`config.mk`:
```
export PLATFORM = sky130hd
export DESIGN_NAME = sram_bus_arbiter
export DESIGN_NICKNAME = d
export VERILOG_FILES = /design/src/rtl/sram_bus_arbiter_pkg.sv /design/src/rtl/arb_owner_fifo.sv /design/src/rtl/sram_bus_arbiter.sv
export SDC_FILE = /design/constraint.sdc
export NUM_CORES = 1
export LEC_CHECK = 0
export ABC_AREA = 0
export BUFFER_PORTS_ARGS = -buffer_cell sky130_fd_sc_hd__buf_2
export CAP_MARGIN = 10
export CORE_AREA = 8 8 118 120
export DETAILED_ROUTE_END_ITERATION = 7
export DIE_AREA = 0 0 126 128
export PLACE_DENSITY_LB_ADDON = 0.3
export REMOVE_ABC_BUFFERS = 1
export SLEW_MARGIN = 25
export SYNTH_ARGS = -nofsm -noshare
export SYNTH_HDL_FRONTEND = slang
export SYNTH_SLANG_ARGS = --single-unit
```
`constraint.sdc`:
```
create_clock -name clk -period 5 [get_ports clk]
set_input_delay 0.5 -clock clk [delete_from_list [all_inputs] [get_ports clk]]
set_output_delay 0.5 -clock clk [all_outputs]
set_load 0.1 [all_outputs]
```
`src/rtl/sram_bus_arbiter_pkg.sv`:
```
// Shared encodings for the sram-like bus arbiter: owner tags, grant states, access sizes.
// No logic; request fields are carried as one packed struct so the grant mux is a single select.
package sram_bus_arbiter_pkg;

    localparam logic OWNER_INST = 1'b0;
    localparam logic OWNER_DATA = 1'b1;

    typedef enum logic [1:0] {
        ARB_IDLE   = 2'd0,
        ARB_LOCK_I = 2'd1,
        ARB_LOCK_D = 2'd2
    } arb_state_t;

    localparam logic [1:0] SIZE_B = 2'b00;
    localparam logic [1:0] SIZE_H = 2'b01;
    localparam logic [1:0] SIZE_W = 2'b10;

    typedef struct packed {
        logic        wr;
        logic [1:0]  size;
        logic [31:0] addr;
        logic [3:0]  wstrb;
        logic [31:0] wdata;
    } req_t;

endpackage

```
`src/rtl/arb_owner_fifo.sv`:
```
// In-order owner tag FIFO: one bit per accepted request, popped by each bus response.
// Latency: head_owner valid the cycle after push. Backpressure: full is raised; the parent
// stops issuing. Pop while empty is ignored.
module arb_owner_fifo #(
    parameter int DEPTH = 4
) (
    input  logic clk,
    input  logic resetn,
    input  logic push,
    input  logic push_owner,
    input  logic pop,
    output logic head_owner,
    output logic empty,
    output logic full
);
    localparam int AW = $clog2(DEPTH);
    localparam int CW = AW + 1;

    logic [DEPTH-1:0] mem;
    logic [AW-1:0]    wr_ptr;
    logic [AW-1:0]    rd_ptr;
    logic [CW-1:0]    count;
    logic             do_push;
    logic             do_pop;

    assign empty      = (count == '0);
    assign full       = (count == CW'(DEPTH));
    assign head_owner = mem[rd_ptr];
    assign do_push    = push && !full;
    assign do_pop     = pop && !empty;

    always_ff @(posedge clk or negedge resetn) begin
        if (!resetn) begin
            mem    <= '0;
            wr_ptr <= '0;
            rd_ptr <= '0;
            count  <= '0;
        end else begin
            if (do_push) begin
                mem[wr_ptr] <= push_owner;
                wr_ptr      <= wr_ptr + 1'b1;
            end
            if (do_pop) begin
                rd_ptr <= rd_ptr + 1'b1;
            end
            case ({do_push, do_pop})
                2'b10:   count <= count + 1'b1;
                2'b01:   count <= count - 1'b1;
                default: count <= count;
            endcase
        end
    end
endmodule

```
`src/rtl/sram_bus_arbiter.sv`:
```
// Two-master (fetch, load/store) to one sram-like slave arbiter with in-order response routing.
// Latency: zero added cycles on request and response paths (combinational select and return).
// Backpressure: a stalled address locks the grant; bus_req drops while the owner FIFO is full.
module sram_bus_arbiter
    import sram_bus_arbiter_pkg::*;
#(
    parameter int MAX_OUTSTANDING = 4,
    parameter int STARVE_LIMIT    = 3
) (
    input  logic        clk,
    input  logic        resetn,
    input  logic        inst_req,
    input  logic        inst_wr,
    input  logic [1:0]  inst_size,
    input  logic [31:0] inst_addr,
    input  logic [3:0]  inst_wstrb,
    input  logic [31:0] inst_wdata,
    output logic        inst_addr_ok,
    output logic        inst_data_ok,
    output logic [31:0] inst_rdata,
    input  logic        data_req,
    input  logic        data_wr,
    input  logic [1:0]  data_size,
    input  logic [31:0] data_addr,
    input  logic [3:0]  data_wstrb,
    input  logic [31:0] data_wdata,
    output logic        data_addr_ok,
    output logic        data_data_ok,
    output logic [31:0] data_rdata,
    output logic        bus_req,
    output logic        bus_wr,
    output logic [1:0]  bus_size,
    output logic [31:0] bus_addr,
    output logic [3:0]  bus_wstrb,
    output logic [31:0] bus_wdata,
    input  logic        bus_addr_ok,
    input  logic        bus_data_ok,
    input  logic [31:0] bus_rdata,
    output logic        err_stray_resp
);
    localparam int SW = $clog2(STARVE_LIMIT + 1);

    arb_state_t  state;
    logic [SW-1:0] starve;
    logic        sel_vld;
    logic        sel_owner;
    logic        hs;
    logic        fifo_full;
    logic        fifo_empty;
    logic        head_owner;
    req_t        inst_r;
    req_t        data_r;
    req_t        bus_r;

    assign inst_r = '{wr: inst_wr, size: inst_size, addr: inst_addr, wstrb: inst_wstrb, wdata: inst_wdata};
    assign data_r = '{wr: data_wr, size: data_size, addr: data_addr, wstrb: data_wstrb, wdata: data_wdata};

    // A locked grant follows only its owner; IDLE arbitrates with data priority unless fetch is starved.
    always_comb begin
        sel_vld   = 1'b0;
        sel_owner = OWNER_INST;
        case (state)
            ARB_LOCK_I: begin
                sel_vld   = inst_req;
                sel_owner = OWNER_INST;
            end
            ARB_LOCK_D: begin
                sel_vld   = data_req;
                sel_owner = OWNER_DATA;
            end
            default: begin
                if (data_req && !(starve == SW'(STARVE_LIMIT) && inst_req)) begin
                    sel_vld   = 1'b1;
                    sel_owner = OWNER_DATA;
                end else if (inst_req) begin
                    sel_vld   = 1'b1;
                    sel_owner = OWNER_INST;
                end
            end
        endcase
    end

    assign bus_r     = (sel_owner == OWNER_DATA) ? data_r : inst_r;
    assign bus_wr    = bus_r.wr;
    assign bus_size  = bus_r.size;
    assign bus_addr  = bus_r.addr;
    assign bus_wstrb = bus_r.wstrb;
    assign bus_wdata = bus_r.wdata;

    assign bus_req      = resetn && sel_vld && !fifo_full;
    assign hs           = bus_req && bus_addr_ok;
    assign inst_addr_ok = hs && (sel_owner == OWNER_INST);
    assign data_addr_ok = hs && (sel_owner == OWNER_DATA);

    assign inst_data_ok = resetn && bus_data_ok && !fifo_empty && (head_owner == OWNER_INST);
    assign data_data_ok = resetn && bus_data_ok && !fifo_empty && (head_owner == OWNER_DATA);
    assign inst_rdata   = bus_rdata;
    assign data_rdata   = bus_rdata;

    arb_owner_fifo #(
        .DEPTH(MAX_OUTSTANDING)
    ) u_owner_fifo (
        .clk        (clk),
        .resetn     (resetn),
        .push       (hs),
        .push_owner (sel_owner),
        .pop        (bus_data_ok),
        .head_owner (head_owner),
        .empty      (fifo_empty),
        .full       (fifo_full)
    );

    always_ff @(posedge clk or negedge resetn) begin
        if (!resetn) begin
            state          <= ARB_IDLE;
            starve         <= '0;
            err_stray_resp <= 1'b0;
        end else begin
            case (state)
                ARB_IDLE: begin
                    if (bus_req && !bus_addr_ok) begin
                        state <= (sel_owner == OWNER_DATA) ? ARB_LOCK_D : ARB_LOCK_I;
                    end
                end
                default: begin
                    // Owner dropping req is a flush cancel; release the lock either way.
                    if (!sel_vld || bus_addr_ok) begin
                        state <= ARB_IDLE;
                    end
                end
            endcase

            if (inst_addr_ok) begin
                starve <= '0;
            end else if (data_addr_ok && inst_req && starve != SW'(STARVE_LIMIT)) begin
                starve <= starve + 1'b1;
            end

            if (bus_data_ok && fifo_empty) begin
                err_stray_resp <= 1'b1;
            end
        end
    end
endmodule

```
After elaboration in Yosys (flattened, before gate mapping)
Cells that the tools add are included.

Register bits after elaboration: 16. Bits in latches: 0. Bits in writable memories: 0. ROM bits: 0. Input port bits: 180. Output and inout port bits: 141. Logic and storage cells: 73. Memories kept: 0.

Add/subtract/negate cells: 5. Multiply operators: 0. Div/mod/pow operators: 0. $lt $le $gt $ge: 3. Equal/unequal tests: 8. Shift operators: 0. Muxes and demuxes: 18. Bitwise operators: 2. Reductions and logical operators: 30.

Operators by type and width (count): $mux W71 (1); $logic_and A1 B1 Y1 (18); $mux W2 (6); $add A2 B1 Y2 const B (3); $eq A2 B2 Y1 const B (3); $lt A2 B3 Y1 const B (2); $pmux W3 S2 (1); $reduce_bool A2 Y1 (3); $logic_not A1 Y1 (5); $mux W1 (5); $bwmux W4 (1); $eq A2 B1 Y1 const B (2); $ne A2 B2 Y1 const B (2); $pmux W1 S2 (2); $add A3 B1 Y3 const B (1); $eq A3 B3 Y1 const B (1); $logic_not A3 Y1 (1); $sub A3 B1 Y3 const B (1); $bmux W1 S2 (1); $demux W1 S2 (1); $ge A2 B1 Y1 const B (1); $logic_not A2 Y1 (1); $not A1 Y1 (2); $reduce_and A2 Y1 (1); $logic_or A1 B1 Y1 (1).

Logic depth before layout (Yosys ltp)
Gate-level depths: netlist (run 1).

Word-level depth: 14. Depth in mapped cells: 11. Mapped depth without buffers: 11.

Cells and area by module
A second synthesis (run 1) with hierarchy kept.

Cell total of the unflattened synthesis: 238. Area total of the unflattened synthesis: 2348.5 um^2.

By module, submodules not included: sram_bus_arbiter (instances 1, cells each 184, area each 1742.9 um^2); arb_owner_fifo (instances 1, cells each 54, area each 605.6 um^2).

Worst setup path after synthesis (run 1)
No wires, ideal clock.

Path kind: register to output. Start point: reg state[0]. End point: out data_addr_ok. Arrival time: 2.716 ns. Data required time: 4.500 ns. Setup slack: 1.784 ns. Cell stages (with the launch flop): 7. Cell sequence: dfrtp_1 inv_1 ha_1 nor2b_1 o22ai_1 nand2_2 nor2_1.

Cells in the longest elaborated chain, start to end: 6. Elaborated cells between the ends (all ways): 8. Those cells by class: 2 x eq/ne; 2 x mux; 4 x reduce/logical.

RTL lines: start: declaration (line sram_bus_arbiter.sv:43) `arb_state_t state;`; start signal: assignment (line sram_bus_arbiter.sv:122) `state <= (sel_owner == OWNER_DATA) ? ARB_LOCK_D : ARB_LOCK_I;`; $eq A2 B2 Y1 or $eq A2 B1 Y1 (tied branches) (line sram_bus_arbiter.sv:62) `case (state)`; $pmux W1 S2 (line sram_bus_arbiter.sv:62); $logic_and A1 B1 Y1 (2 in series) (line sram_bus_arbiter.sv:90) `assign bus_req = resetn && sel_vld && !fifo_full;`; $logic_and A1 B1 Y1 (line sram_bus_arbiter.sv:91) `assign hs = bus_req && bus_addr_ok;`; $logic_and A1 B1 Y1 (*) (line sram_bus_arbiter.sv:93) `assign data_addr_ok = hs && (sel_owner == OWNER_DATA);`; end: declaration (line sram_bus_arbiter.sv:27) `output logic data_addr_ok,`.

Every way passes the cells marked *; elsewhere a longest branch is shown, timed or not.

Final worst setup path (run 1)
Start point: reg state[0]. End point: out bus_addr[1].

Cells in the longest elaborated chain, start to end: 3. Elaborated cells between the ends (all ways): 4. Those cells by class: 2 x eq/ne; 2 x mux.

RTL lines: $eq A2 B2 Y1 or $eq A2 B1 Y1 (tied branches) (line sram_bus_arbiter.sv:62); $pmux W1 S2 (*) (line sram_bus_arbiter.sv:62); $mux W71 (*) (line sram_bus_arbiter.sv:83) `assign bus_r = (sel_owner == OWNER_DATA) ? data_r : inst_r;`; end: declaration (line sram_bus_arbiter.sv:33) `output logic [31:0] bus_addr,`.

Marked as above.

==> results by stage, run 1 <==
STA:
- The number of failing hold endpoints at the final stage was 0.
- The final critical path takes up 70.2% of the cycle.
- The headroom to the max-slew limit is 54.1%.
- The least setup slack across all paths after layout is 1490 ps.
- Subtracting the final worst setup slack from the clock period gives 3510 ps.
- Setup repair after global routing left no endpoint under its margin.
- Timing would allow up to 0.285 GHz.
- Setup violations remaining at the end of the flow were counted as 0.
- For the pin with the worst max-slew slack, the measured transition is 688 ps.
- Between clock sinks in the finished design, the worst skew comes to 2.23 ps.
- The total count of max-transition violations in the final report is 0.

Worst setup path:
- The nature of the critical path endpoint is an output pin.
- For the worst flop-to-flop path, the logic depth is 11.
- The sort of element at the start of the critical path is a register.
- In this run the critical register-to-register path is captured at u_owner_fifo.count[2].
- The startpoint-to-endpoint class of the critical path is reg2out.
- At the worst endpoint, the required time is 4500 ps.
- Setup slack on the worst reg-to-reg path comes out at 2290 ps.
- The startpoint identified for the worst register-to-register timing path is state[0].
- The worst endpoint data arrival time is 3010 ps.
- In this run the worst path has a maximum fanout of 41.

Clock network:
- The number of clock sinks seen by CTS is 16.
- The number of hold buffers added after CTS was 0.
- The number of setup buffers added after CTS is 0.
- The count of H-tree levels built during CTS is 1.
- Clock-pin slew was measured on the worst setup and hold paths at 50 ps.
- The clock passes through at most 2 buffers.
- At the later pin of the worst-skew pair, clock insertion delay measures 250 ps.
- TritonCTS built the clock tree.
- The number of buffers created by CTS is 3.
- The tree is rooted in a sky130_fd_sc_hd__clkbuf_16.
- The post-cts sizing count is 0.

Place:
- The congestion estimate from routability-driven global placement came to 0.913.
- Summed over all nets, the half-perimeter wirelength after detailed placement is 10000 um.
- The pre-CTS worst setup slack is 1710 ps.
- Buffers placed on the I/O ports in this run total 224.
- Once placement completed, the tool counted placed cells totaling 683.
- After detailed placement, the total cell area comes to 3120 um^2.

Floorplan:
- In this run the core area contains 41 standard-cell rows.
- The effective utilization at floorplan is 19.2%.
- The I/O pin count is 321.
- The horizontal die dimension is 126 um.
- In this run the standard cell core region covers 12200 um^2.
- The die covers 16100 um^2.
- From bottom edge to top edge, the die measures 128 um.

Global routing:
- The via count of the first global-routing pass is 2927.
- Entering global routing, the biggest net connects 53 pins.
- The residual overflow from global routing is 0.
- The wire length of the first global-routing pass is 17100 um.
- The initial antenna violation count is 2.
- Global routing used 13.4% of the available tracks across all layers.

Run:
- The tool flagged a number of max-cap violations equal to 0.

Detailed routing:
- The count of nets left with antenna violations after detail routing is 0.
- The detail-routed net length per standard cell is 17.2 um.
- The sum of routed wire length over all layers is 11900 um.
- The detailed-route via count is 2932.
- The total DRC errors in the routed layout is 0.
- The detail-routed via count per cell is 4.26.
- The iteration count of the initial detailed-routing pass is 4.
- The violation count after the first detailed-route iteration is 107.

Cells and area:
- The post-layout instance count excluding filler cells is 688.
- The final net count is 728.
- The final standard cell area without fillers is 3210 um^2.
- The number of fillers in the final layout is 1391.
- The layout cell share with drive strength beyond 1 is 44.5%.
- From synthesis to final layout, the design area changed by 37.0%.

Synthesis:
- A synthesized cell averages 6.05 um^2.
- The distinct cell type count of the synthesized netlist is 36.
- The largest area contributor in the netlist is sky130_fd_sc_hd__nand2_1.
- The sequential-to-total area share from yosys stat is 17.1%.
- In this run the cell area of the synthesized design comes to 2350 um^2.
- The predominant post-synthesis flop cell is sky130_fd_sc_hd__dfrtp_1.
- The warning count from the yosys run is 0.
- Sorting the synthesized cells by how often they occur yields sky130_fd_sc_hd__nand2_1 (218), sky130_fd_sc_hd__buf_4 (64), sky130_fd_sc_hd__dfrtp_1 (16), sky130_fd_sc_hd__clkbuf_1 (12), sky130_fd_sc_hd__inv_1 (10).
- The cell count after synthesis came out at 388.
- The share of synthesized registers carrying an async set or reset is 100%.
- Yosys mapped a number of flops with a built-in enable equal to 0.
- The count of state elements after synthesis is 16.
- The dominant cell by count in the synthesized netlist is sky130_fd_sc_hd__nand2_1.
- By area the synthesized netlist is led by sky130_fd_sc_hd__nand2_1 (35%), sky130_fd_sc_hd__buf_4 (20%), sky130_fd_sc_hd__dfrtp_1 (17%).
- Summed over its instances, the top area cell type makes up 34.9% of the synthesized netlist area.

Hold path:
- The class of the most critical hold timing path is in2async.

Run status:
- The run finished with clean final reports.
## worst max-delay path by stage
stage	from	to	slack, ps	cells past startpoint
after floorplan	state[0]	data_addr_ok	-790	4
after global placement	state[0]	bus_wdata[19]	1800	8
after detailed placement	state[0]	bus_addr[1]	1710	8
after CTS	state[0]	bus_addr[17]	1430	8
after global routing	state[1]	bus_wdata[20]	1180	8
final	state[0]	bus_addr[1]	1490	8
## layout by cell type (no fill, tap or decap), types with 3 or more instances in the layout
| cell type | count |
|---|---|
| sky130_fd_sc_hd__inv_1 | 10 |
| sky130_fd_sc_hd__nand2_1 | 218 |
| sky130_fd_sc_hd__xor2_1 | 3 |
| sky130_fd_sc_hd__dfrtp_1 | 16 |
| sky130_fd_sc_hd__clkbuf_16 | 3 |
| sky130_fd_sc_hd__nor2b_1 | 4 |
| sky130_fd_sc_hd__nor2_1 | 5 |
| sky130_fd_sc_hd__a31oi_1 | 4 |
| sky130_fd_sc_hd__buf_4 | 3 |
| sky130_fd_sc_hd__buf_2 | 224 |
| sky130_fd_sc_hd__xnor2_1 | 3 |
| sky130_fd_sc_hd__a41oi_1 | 4 |
| sky130_fd_sc_hd__ha_1 | 9 |
| sky130_fd_sc_hd__nand3_1 | 3 |
| sky130_fd_sc_hd__o211ai_1 | 3 |
## registers in the layout (all words and copies together) (netlist names)
signal and flops:
state 2, u_owner_fifo.mem 4, err_stray_resp 1, u_owner_fifo.rd_ptr 2, u_owner_fifo.wr_ptr 2, starve 2
u_owner_fifo.count 3
## stage by stage
stage                     utilization [%]  hold WS [ps]  setup TNS, ps
after floorplan                         -           204          -4240
after global placement               25.6           436              0
after detailed placement             25.6           450              0
after CTS                            26.3           199              0
after global routing                 26.3           219              0
final                                26.3           186              0
## worst max-delay path: stages (launching register included)
cell and delay (ps):
sky130_fd_sc_hd__dfrtp_1 380, sky130_fd_sc_hd__inv_1 90, sky130_fd_sc_hd__ha_1 350, sky130_fd_sc_hd__nor2b_1 200
sky130_fd_sc_hd__a22o_2 630, sky130_fd_sc_hd__buf_4 480, sky130_fd_sc_hd__nand2_1 110, sky130_fd_sc_hd__nand2_1 80
sky130_fd_sc_hd__buf_2 430
## layer usage
layer	part of all wire (%)	global-route usage, %
met5	0.11	4.56
met4	0.72	2.55
met3	16	9.07
met2	44	19.9
met1	40	15.3
## area by class of cell
class	instances	area [um^2]	area share (%)
timing repair buffer	227	1140	35.6
inverter	10	37.5	1.17
clock buffer	4	88.8	2.76
sequential	16	400	12.5
antenna	1	2.50	0.0779
tap	150	188	5.84
multi-input combinational	280	1350	42.1
## cells by family (layout without fill, tap and decap cells)
| logic type | Yosys count | in the layout | share of synthesized area, % |
|---|---|---|---|
| XOR/XNOR | 6 | 6 | 2.24 |
| other | 0 | 1 | 0 |
| adder cells (fa/ha/maj) | 10 | 10 | 5.65 |
| buffers and inverters | 92 | 241 | 25.5 |
| AO/OA/AOI/OAI | 20 | 20 | 6.61 |
| flip-flops | 16 | 16 | 17.1 |
| multiplexers | 3 | 3 | 1.92 |
| AND/OR/NAND/NOR | 241 | 241 | 41.0 |
Power of run 1 is not shown: default switching activity piles up to over one toggle a cycle in this logic, so the estimate is an artifact.
==> run 2: changes to the inputs <==
==> constraint.sdc (replaced) <==
create_clock -name clk -period 3.65 [get_ports clk]
set_input_delay 0.365 -clock clk [delete_from_list [all_inputs] [get_ports clk]]
set_output_delay 0.365 -clock clk [all_outputs]
set_load 0.1 [all_outputs]
==> run 2 against run 1 <==
Register-to-register slack got worse by 1300 ps; first-iteration DRC count increased by 14%; utilization increased by 0.092 points; largest cell class unchanged; setup slack got worse by 750 ps; worst hold slack got worse by 130 ps; die area unchanged; routed wire length increased by 1.9%; global-route usage increased by 0.17 points; design area increased by 0.35%.
==> results by stage, run 2 (synthesis results as in run 1) <==
Cells and area:
- The synthesis-to-layout area growth is 37.4% (was 37.0%).
- The flip-flop count of the largest register, all copies and words added was 4 (unchanged).
- The number of fillers in the final layout is 1423 (was 1391).
- The area occupied by multi-input gates is 1350 um^2 (unchanged).
- The area used by sequential logic in the layout came to 400 um^2 (unchanged).
- The final net count was 730 (was 728).
- Largest regs: u_owner_fifo.mem: 4 flops, u_owner_fifo.count: 3 flops (unchanged).
- Commonest non-fill, non-tap cells in the layout: sky130_fd_sc_hd__buf_2 (224), sky130_fd_sc_hd__nand2_1 (218), sky130_fd_sc_hd__dfrtp_1 (16), sky130_fd_sc_hd__inv_1 (10), sky130_fd_sc_hd__ha_1 (9) (unchanged).
- The most flop-heavy register is u_owner_fifo.mem (unchanged).
- The most frequent standard cell in the layout excluding fill and tap cells is sky130_fd_sc_hd__buf_2 (unchanged).
- The layout cell share with drive strength beyond 1 is 44.6% (was 44.5%).
- The antenna diode count came to 0 (was 1).

Clock network:
- The cts-stage hold buffer count came to 0 (unchanged).
- The count of buffers added by post-CTS timing repair for setup is 0 (unchanged).
- The master cell of the clock root buffer was sky130_fd_sc_hd__clkbuf_16 (unchanged).
- The number of clock sinks seen by CTS is 16 (unchanged).
- The TritonCTS clock tree is yes (unchanged).
- The maximum clock path buffer count is 2 (unchanged).
- The count of H-tree levels built during CTS was 1 (unchanged).
- The clock transition time at the flip-flop clock pins of the worst setup and hold paths is 50 ps (about the same).
- The number of buffers created by CTS came to 3 (unchanged).
- The clock latency reported for the late side of the worst-skew pair is 240 ps (was 250 ps).
- The post-cts sizing count is 0 (unchanged).

Hold path:
- The class of the most critical hold timing path is in2async (unchanged).

STA:
- The final sum of negative setup slack was 0 ps (unchanged).
- After layout, the minimum clock period comes to 2920 ps.
- The headroom to the max-slew limit is 62.4% (was 54.1%).
- The slew at the pin closest to its max-slew limit is 563 ps (was 688 ps).
- The highest attainable clock frequency is 0.343 GHz.
- The number of setup violations in the final report is 0 (unchanged).
- The number of failing hold endpoints at the final stage is 0 (unchanged).
- The total count of max-transition violations in the final report is 0 (unchanged).
- The final critical-path share of the clock period is 79.9%.
- Unrepaired setup endpoints after global routing: no (unchanged).
- The worst clock skew is 1.27 ps (was 2.23 ps).

Worst setup path:
- The depth of the worst register-to-register path came to 12 (was 11).
- The startpoint of the worst register-to-register path is state[0] (unchanged).
- The terminus of the critical flop-to-flop path is u_owner_fifo.count[2] (unchanged).
- The startpoint-to-endpoint class of the critical path is reg2out (unchanged).
- The nature of the critical path endpoint is an output pin (unchanged).
- The maximum fanout encountered on the critical timing path came to 56 (was 41).
- The sort of element at the start of the critical path is a register (unchanged).
- The worst reg-to-reg setup slack was 1030 ps (was 2290 ps).
- The worst endpoint data arrival time is 2550 ps (was 3010 ps).
- The critical path required time is 3280 ps (was 4500 ps).

Floorplan:
- The die footprint is 16100 um^2 (unchanged).
- The effective utilization at floorplan is 19.2% (unchanged).
- The standard cell core area is 12200 um^2 (unchanged).
- The horizontal die dimension is 126 um (unchanged).
- The number of core rows is 41 (unchanged).
- The height of the die is 128 um (unchanged).
- The I/O pin count is 321 (unchanged).

Run status:
- Status: finished, final reports clean (unchanged).

Global routing:
- The wire length of the first global-routing pass is 17200 um (was 17100 um).
- The residual overflow from global routing is 0 (unchanged).
- The aggregate global-route resource usage is 13.6% (was 13.4%).
- The pin count of the biggest net entering global routing is 57 (was 53).
- The busiest layer in global routing is met2 (unchanged).
- The met3 track demand over resource is 8.82% (was 9.07%).
- The met2 capacity usage during global routing is 21.6% (was 19.9%).
- The via count of the first global-routing pass is 2976 (was 2927).
- The met1 global-route usage is 14.9% (was 15.3%).
- The initial antenna violation count is 2 (unchanged).

Detailed routing:
- The count of nets left with antenna violations after detail routing came to 0 (unchanged).
- The total DRC errors in the routed layout is 0 (unchanged).
- The violation count after the first detailed-route iteration is 122 (was 107).
- The sum of routed wire length over all layers is 12100 um (was 11900 um).
- The detailed-route via count is 2948 (was 2932).
- The detail-routed net length per standard cell is 17.6 um (was 17.2 um).
- The detail-routed via count per cell came to 4.28 (was 4.26).
- The iteration count of the initial detailed-routing pass is 4 (unchanged).

Place:
- The weighted congestion at the end of routability-driven global placement is 0.907 (was 0.913).
- The post-DP HPWL is 10100 um (was 10000 um).
- The number of buffers inserted by port buffering is 224 (unchanged).

Run:
- The number of violations of the max-capacitance limit was 0 (unchanged).
run 2: changes by cell type in the layout (fill, tap and decap cells not counted):
cell / before / now
sky130_fd_sc_hd__buf_4: 3 / 4
sky130_fd_sc_hd__buf_12: 0 / 1
sky130_fd_sc_hd__diode_2: 1 / 0
sky130_fd_sc_hd__clkbuf_8: 1 / 0
run 2: cell type report:
class                      count  area share (%)
multi-input combinational    280            41.9
timing repair buffer         229            36.3
sequential                    16            12.4
tap                          150            5.82
clock buffer                   3            2.33
inverter                      10            1.16
run 2: worst max-delay path: stages (launching register included):
cell	delay (ps)
sky130_fd_sc_hd__dfrtp_1	400
sky130_fd_sc_hd__inv_1	100
sky130_fd_sc_hd__ha_1	370
sky130_fd_sc_hd__nor2b_1	90
sky130_fd_sc_hd__a22oi_2	170
sky130_fd_sc_hd__buf_4	490
sky130_fd_sc_hd__nand2_1	150
sky130_fd_sc_hd__nand2_1	90
sky130_fd_sc_hd__buf_2	420
run 2: worst max-delay path by stage:
stage / depth (start not counted) / slack [ps] / endpoint / from
2_1_floorplan: 4 / -2000 / data_addr_ok / state[0]
3_3_place_gp: 8 / 1080 / bus_addr[4] / state[0]
3_5_place_dp: 8 / 990 / bus_wdata[9] / state[0]
4_1_cts: 8 / 720 / bus_addr[4] / state[0]
5_1_grt: 8 / 540 / bus_wdata[9] / state[0]
6_report: 8 / 730 / bus_wdata[9] / state[0]
run 2: layer usage:
layer,vias up,wire (um)
met2,187,5390
li1,1445,-
met1,1303,4820
met4,4,54
met3,9,1800
met5,-,23
run 2: stage by stage:
stage	hold WS (ps)	cells	area, um^2	setup slack [ps]	utilization (%)
detailed placement	321	685	3150	991	25.8
CTS	63.4	688	3220	715	26.4
finish	52.0	688	3220	734	26.4
global route	86.7	688	3220	540	26.4
global placement	318	685	3150	1080	25.8
floorplan	69.4	306	1780	-2000	-
Power of run 2 is left out for the same reason.
==> run 3: changes to the inputs <==
--- a/config.mk
+++ b/config.mk
@@ -8,9 +8,9 @@
 export ABC_AREA = 0
 export BUFFER_PORTS_ARGS = -buffer_cell sky130_fd_sc_hd__buf_2
 export CAP_MARGIN = 10
-export CORE_AREA = 8 8 118 120
+export CORE_AREA = 8 8 117 119
 export DETAILED_ROUTE_END_ITERATION = 7
-export DIE_AREA = 0 0 126 128
+export DIE_AREA = 0 0 125 127
 export PLACE_DENSITY_LB_ADDON = 0.3
 export REMOVE_ABC_BUFFERS = 1
 export SLEW_MARGIN = 25
==> constraint.sdc (replaced) <==
create_clock -name clk -period 2.62 [get_ports clk]
set_input_delay 0.262 -clock clk [delete_from_list [all_inputs] [get_ports clk]]
set_output_delay 0.262 -clock clk [all_outputs]
set_load 0.1 [all_outputs]
==> run 3 against run 2 <==
The flow now finishes with violations (hold timing); register-to-register slack got worse by 870 ps; die area is 1.6% lower; sequential cell count stayed put; design area rose by 36%; via count rose by 0.58%; critical endpoint is now bus_wdata[0]; non-clock buffer count grew 1; routed wire length rose by 8.7%.
==> results by stage, run 3 (synthesis results as in run 1) <==
Clock network:
- The maximum clock path buffer count came to 2 (unchanged).
- The number of buffers created by CTS is 3 (unchanged).
- The TritonCTS clock tree is yes (unchanged).
- The clock latency reported for the late side of the worst-skew pair is 240 ps (about the same).
- The cts-stage hold buffer count is 0 (unchanged).
- The count of buffers added by post-CTS timing repair for setup is 0 (unchanged).
- The clock transition time at the flip-flop clock pins of the worst setup and hold paths is 50 ps (about the same).
- The count of H-tree levels built during CTS is 1 (unchanged).
- The number of clock sinks seen by CTS is 16 (unchanged).
- The master cell of the clock root buffer is sky130_fd_sc_hd__clkbuf_16 (unchanged).

Floorplan:
- The I/O pin count came to 321 (unchanged).
- The effective utilization at floorplan came to 19.9% (was 19.2%).
- The die footprint was 15900 um^2 (was 16100 um^2).
- The horizontal die dimension came to 125 um (was 126 um).
- The height of the die came to 127 um (was 128 um).
- The number of core rows is 40 (was 41).
- The standard cell core area is 11800 um^2 (was 12200 um^2).

Detailed routing:
- The sum of routed wire length over all layers is 13100 um (was 12100 um).
- The count of nets left with antenna violations after detail routing was 0 (unchanged).
- The violation count after the first detailed-route iteration came to 123 (was 122).
- The detail-routed via count per cell came to 4.32 (was 4.28).
- The iteration count of the initial detailed-routing pass is 4 (unchanged).
- The detailed-route via count is 2965 (was 2948).
- The total DRC errors in the routed layout came to 0 (unchanged).
- The detail-routed net length per standard cell is 19.1 um (was 17.6 um).

Global routing:
- The via count of the first global-routing pass was 3016 (was 2976).
- The initial antenna violation count is 0 (was 2).
- The met3 track demand over resource is 10.1% (was 8.82%).
- The met1 global-route usage was 16.0% (was 14.9%).
- The wire length of the first global-routing pass is 18900 um (was 17200 um).
- The met2 capacity usage during global routing came to 24.7% (was 21.6%).
- The residual overflow from global routing is 0 (unchanged).
- The pin count of the biggest net entering global routing came to 55 (was 57).
- The busiest layer in global routing is met2 (unchanged).
- The aggregate global-route resource usage is 15.1% (was 13.6%).

Pwr:
- The internal power of the cells totals 2960 uW.
- In this run the power spent charging and discharging nets is 5150 uW.
- The static leakage is 0.00244 uW.
- The share of total power dissipated in combinational logic is 90.7%.
- Of the total power, registers draw 5.7%.
- The power density over the cells is 1850 nW/um^2.
- The worst-case IR drop observed on VDD is 546 uV.
- The switching part of the total power is 63.5%.
- The share of total power in the clock network is 3.6%.

Cells and area:
- The final standard cell area without fillers was 4390 um^2 (was 3220 um^2).
- The flip-flop count of the largest register, all copies and words added is 4 (unchanged).
- The synthesis-to-layout area growth is 87.0% (was 37.4%).
- The area used by sequential logic in the layout is 400 um^2 (unchanged).
- The most frequent standard cell in the layout excluding fill and tap cells was sky130_fd_sc_hd__nand2_1 (was sky130_fd_sc_hd__buf_2).
- The final net count is 732 (was 730).
- The layout cell share with drive strength beyond 1 is 45.4% (was 44.6%).
- The area occupied by multi-input gates was 1390 um^2 (was 1350 um^2).
- The most flop-heavy register is u_owner_fifo.mem (unchanged).
- The antenna diode count is 0 (unchanged).
- Largest regs: u_owner_fifo.mem: 4 flops, u_owner_fifo.count: 3 flops (unchanged).
- The core occupancy in the finished layout is 37.1% (was 26.4%).
- The number of fillers in the final layout is 1233 (was 1423).
- Commonest non-fill, non-tap cells in the layout: sky130_fd_sc_hd__nand2_1 (218), sky130_fd_sc_hd__buf_2 (150), sky130_fd_sc_hd__buf_12 (76), sky130_fd_sc_hd__dfrtp_1 (16), sky130_fd_sc_hd__inv_1 (10) (was sky130_fd_sc_hd__buf_2 (224), sky130_fd_sc_hd__nand2_1 (218), sky130_fd_sc_hd__dfrtp_1 (16), sky130_fd_sc_hd__inv_1 (10), sky130_fd_sc_hd__ha_1 (9)).

Worst setup path:
- The kind of cell adding the most delay to the critical path is buffers and inverters (unchanged).
- The library cell contributing the largest single delay on the critical path is sky130_fd_sc_hd__dfrtp_1 (was sky130_fd_sc_hd__buf_4).
- The buffer and inverter count on the worst path is 3 (unchanged).
- The startpoint-to-endpoint class of the critical path was reg2out (unchanged).
- The sort of element at the start of the critical path is a register (unchanged).
- The critical path required time came to 2360 ps (was 3280 ps).
- The maximum fanout encountered on the critical timing path was 43 (was 56).
- The stage delay of the slowest cell on the critical path is 420 ps (was 490 ps).
- The nature of the critical path endpoint is an output pin (unchanged).
- Cell-by-cell listing of the critical path: inv_1 > ha_4 > nor2b_2 > a22o_4 > buf_12 > nand2_1 > nand2_1 > buf_12 (was inv_1 > ha_1 > nor2b_1 > a22oi_2 > buf_4 > nand2_1 > nand2_1 > buf_2).
- The worst endpoint data arrival time came to 2230 ps (was 2550 ps).

STA:
- The final sum of negative setup slack is 0 ps (unchanged).
- The final critical-path share of the clock period is 95.1%.
- The number of failing hold endpoints at the final stage is 6 (was 0).
- Unrepaired setup endpoints after global routing: no (unchanged).
- The total count of max-transition violations in the final report is 0 (unchanged).
- The slew at the pin closest to its max-slew limit is 529 ps (was 563 ps).
- The worst clock skew is 2.51 ps (was 1.27 ps).
- The number of setup violations in the final report was 0 (unchanged).
- The least setup slack across all paths after layout is 128 ps (was 734 ps).
- The headroom to the max-slew limit is 64.6% (was 62.4%).
- Static timing analysis puts the maximum clock frequency at 0.401 GHz.
- The worst path in the final design needs a cycle of 2490 ps, including I/O delays and setup.
- The worst hold-check slack is -3.50 ps (was 52.0 ps).

Run status:
- The final reports fail on hold timing.
- Status: complete, but fails checks (was finished, final reports clean).

Place:
- The weighted congestion at the end of routability-driven global placement is 0.773 (was 0.907).
- The number of buffers inserted by port buffering came to 224 (unchanged).
- The post-detailed-placement cell area came to 4280 um^2 (was 3150 um^2).
- The post-DP HPWL is 11000 um (was 10100 um).
- The pre-CTS worst setup slack is 180 ps (was 991 ps).

Run:
- The number of violations of the max-capacitance limit came to 0 (unchanged).

Hold path:
- The class of the most critical hold timing path is in2async (unchanged).
==> run 3: timing repair <==
| action | CTS | global route |
|---|---|---|
| gates resized for setup | 1 | 4 |
| pin swaps | 0 | 2 |
| endpoints found under the hold margin | 0 | 0 |
| setup endpoints to repair | 53 | 54 |
| cloned | 0 | 1 |
==> run 3: per-layer routing <==
metal  share of wire, %  routed length [um]
met5               0.64                  84
met4               0.30                  39
met3                 15                1970
met2                 46                6030
met1                 38                5020
==> run 3: area by class of cell <==
type,count,share of cell area (%)
clock buffer,3,1.71
timing repair buffer,230,52.5
multi-input combinational,281,31.6
sequential,16,9.13
tap,147,4.19
inverter,10,0.856
==> run 3: power by group through the flow <==
stage | Combinational, uW | Clock, uW | Sequential [uW]
final | 7360 | 292 | 464
after global routing | 7670 | 303 | 484
after CTS | 7360 | 293 | 465
after detailed placement | 7340 | 0 | 467
after global placement | 7280 | 0 | 460
after floorplan | 4600 | 0 | 456
==> run 3: metrics by stage <==
step	total power, uW	instances
final	8110	687
after global routing	8460	687
after CTS	8120	686
after detailed placement	7800	683
after global placement	7740	683
after floorplan	5050	306
==> run 3: final timing paths <==
| kind | end | slack [ps] | start | depth (start not counted) |
|---|---|---|---|---|
| worst max register to register | u_owner_fifo.count[2] | 160 | state[1] | 11 |
| worst min-delay path | u_owner_fifo.count[2] | -3 | resetn | 2 |
| worst min register to register | err_stray_resp | 440 | err_stray_resp | 1 |
| worst max-delay path | bus_wdata[0] | 130 | state[1] | 8 |
| max in group asynchronous | u_owner_fifo.mem[2] | 2430 | resetn | 2 |
| min in group clk | err_stray_resp | 230 | bus_data_ok | 2 |
(Power assumes the default switching activity.)
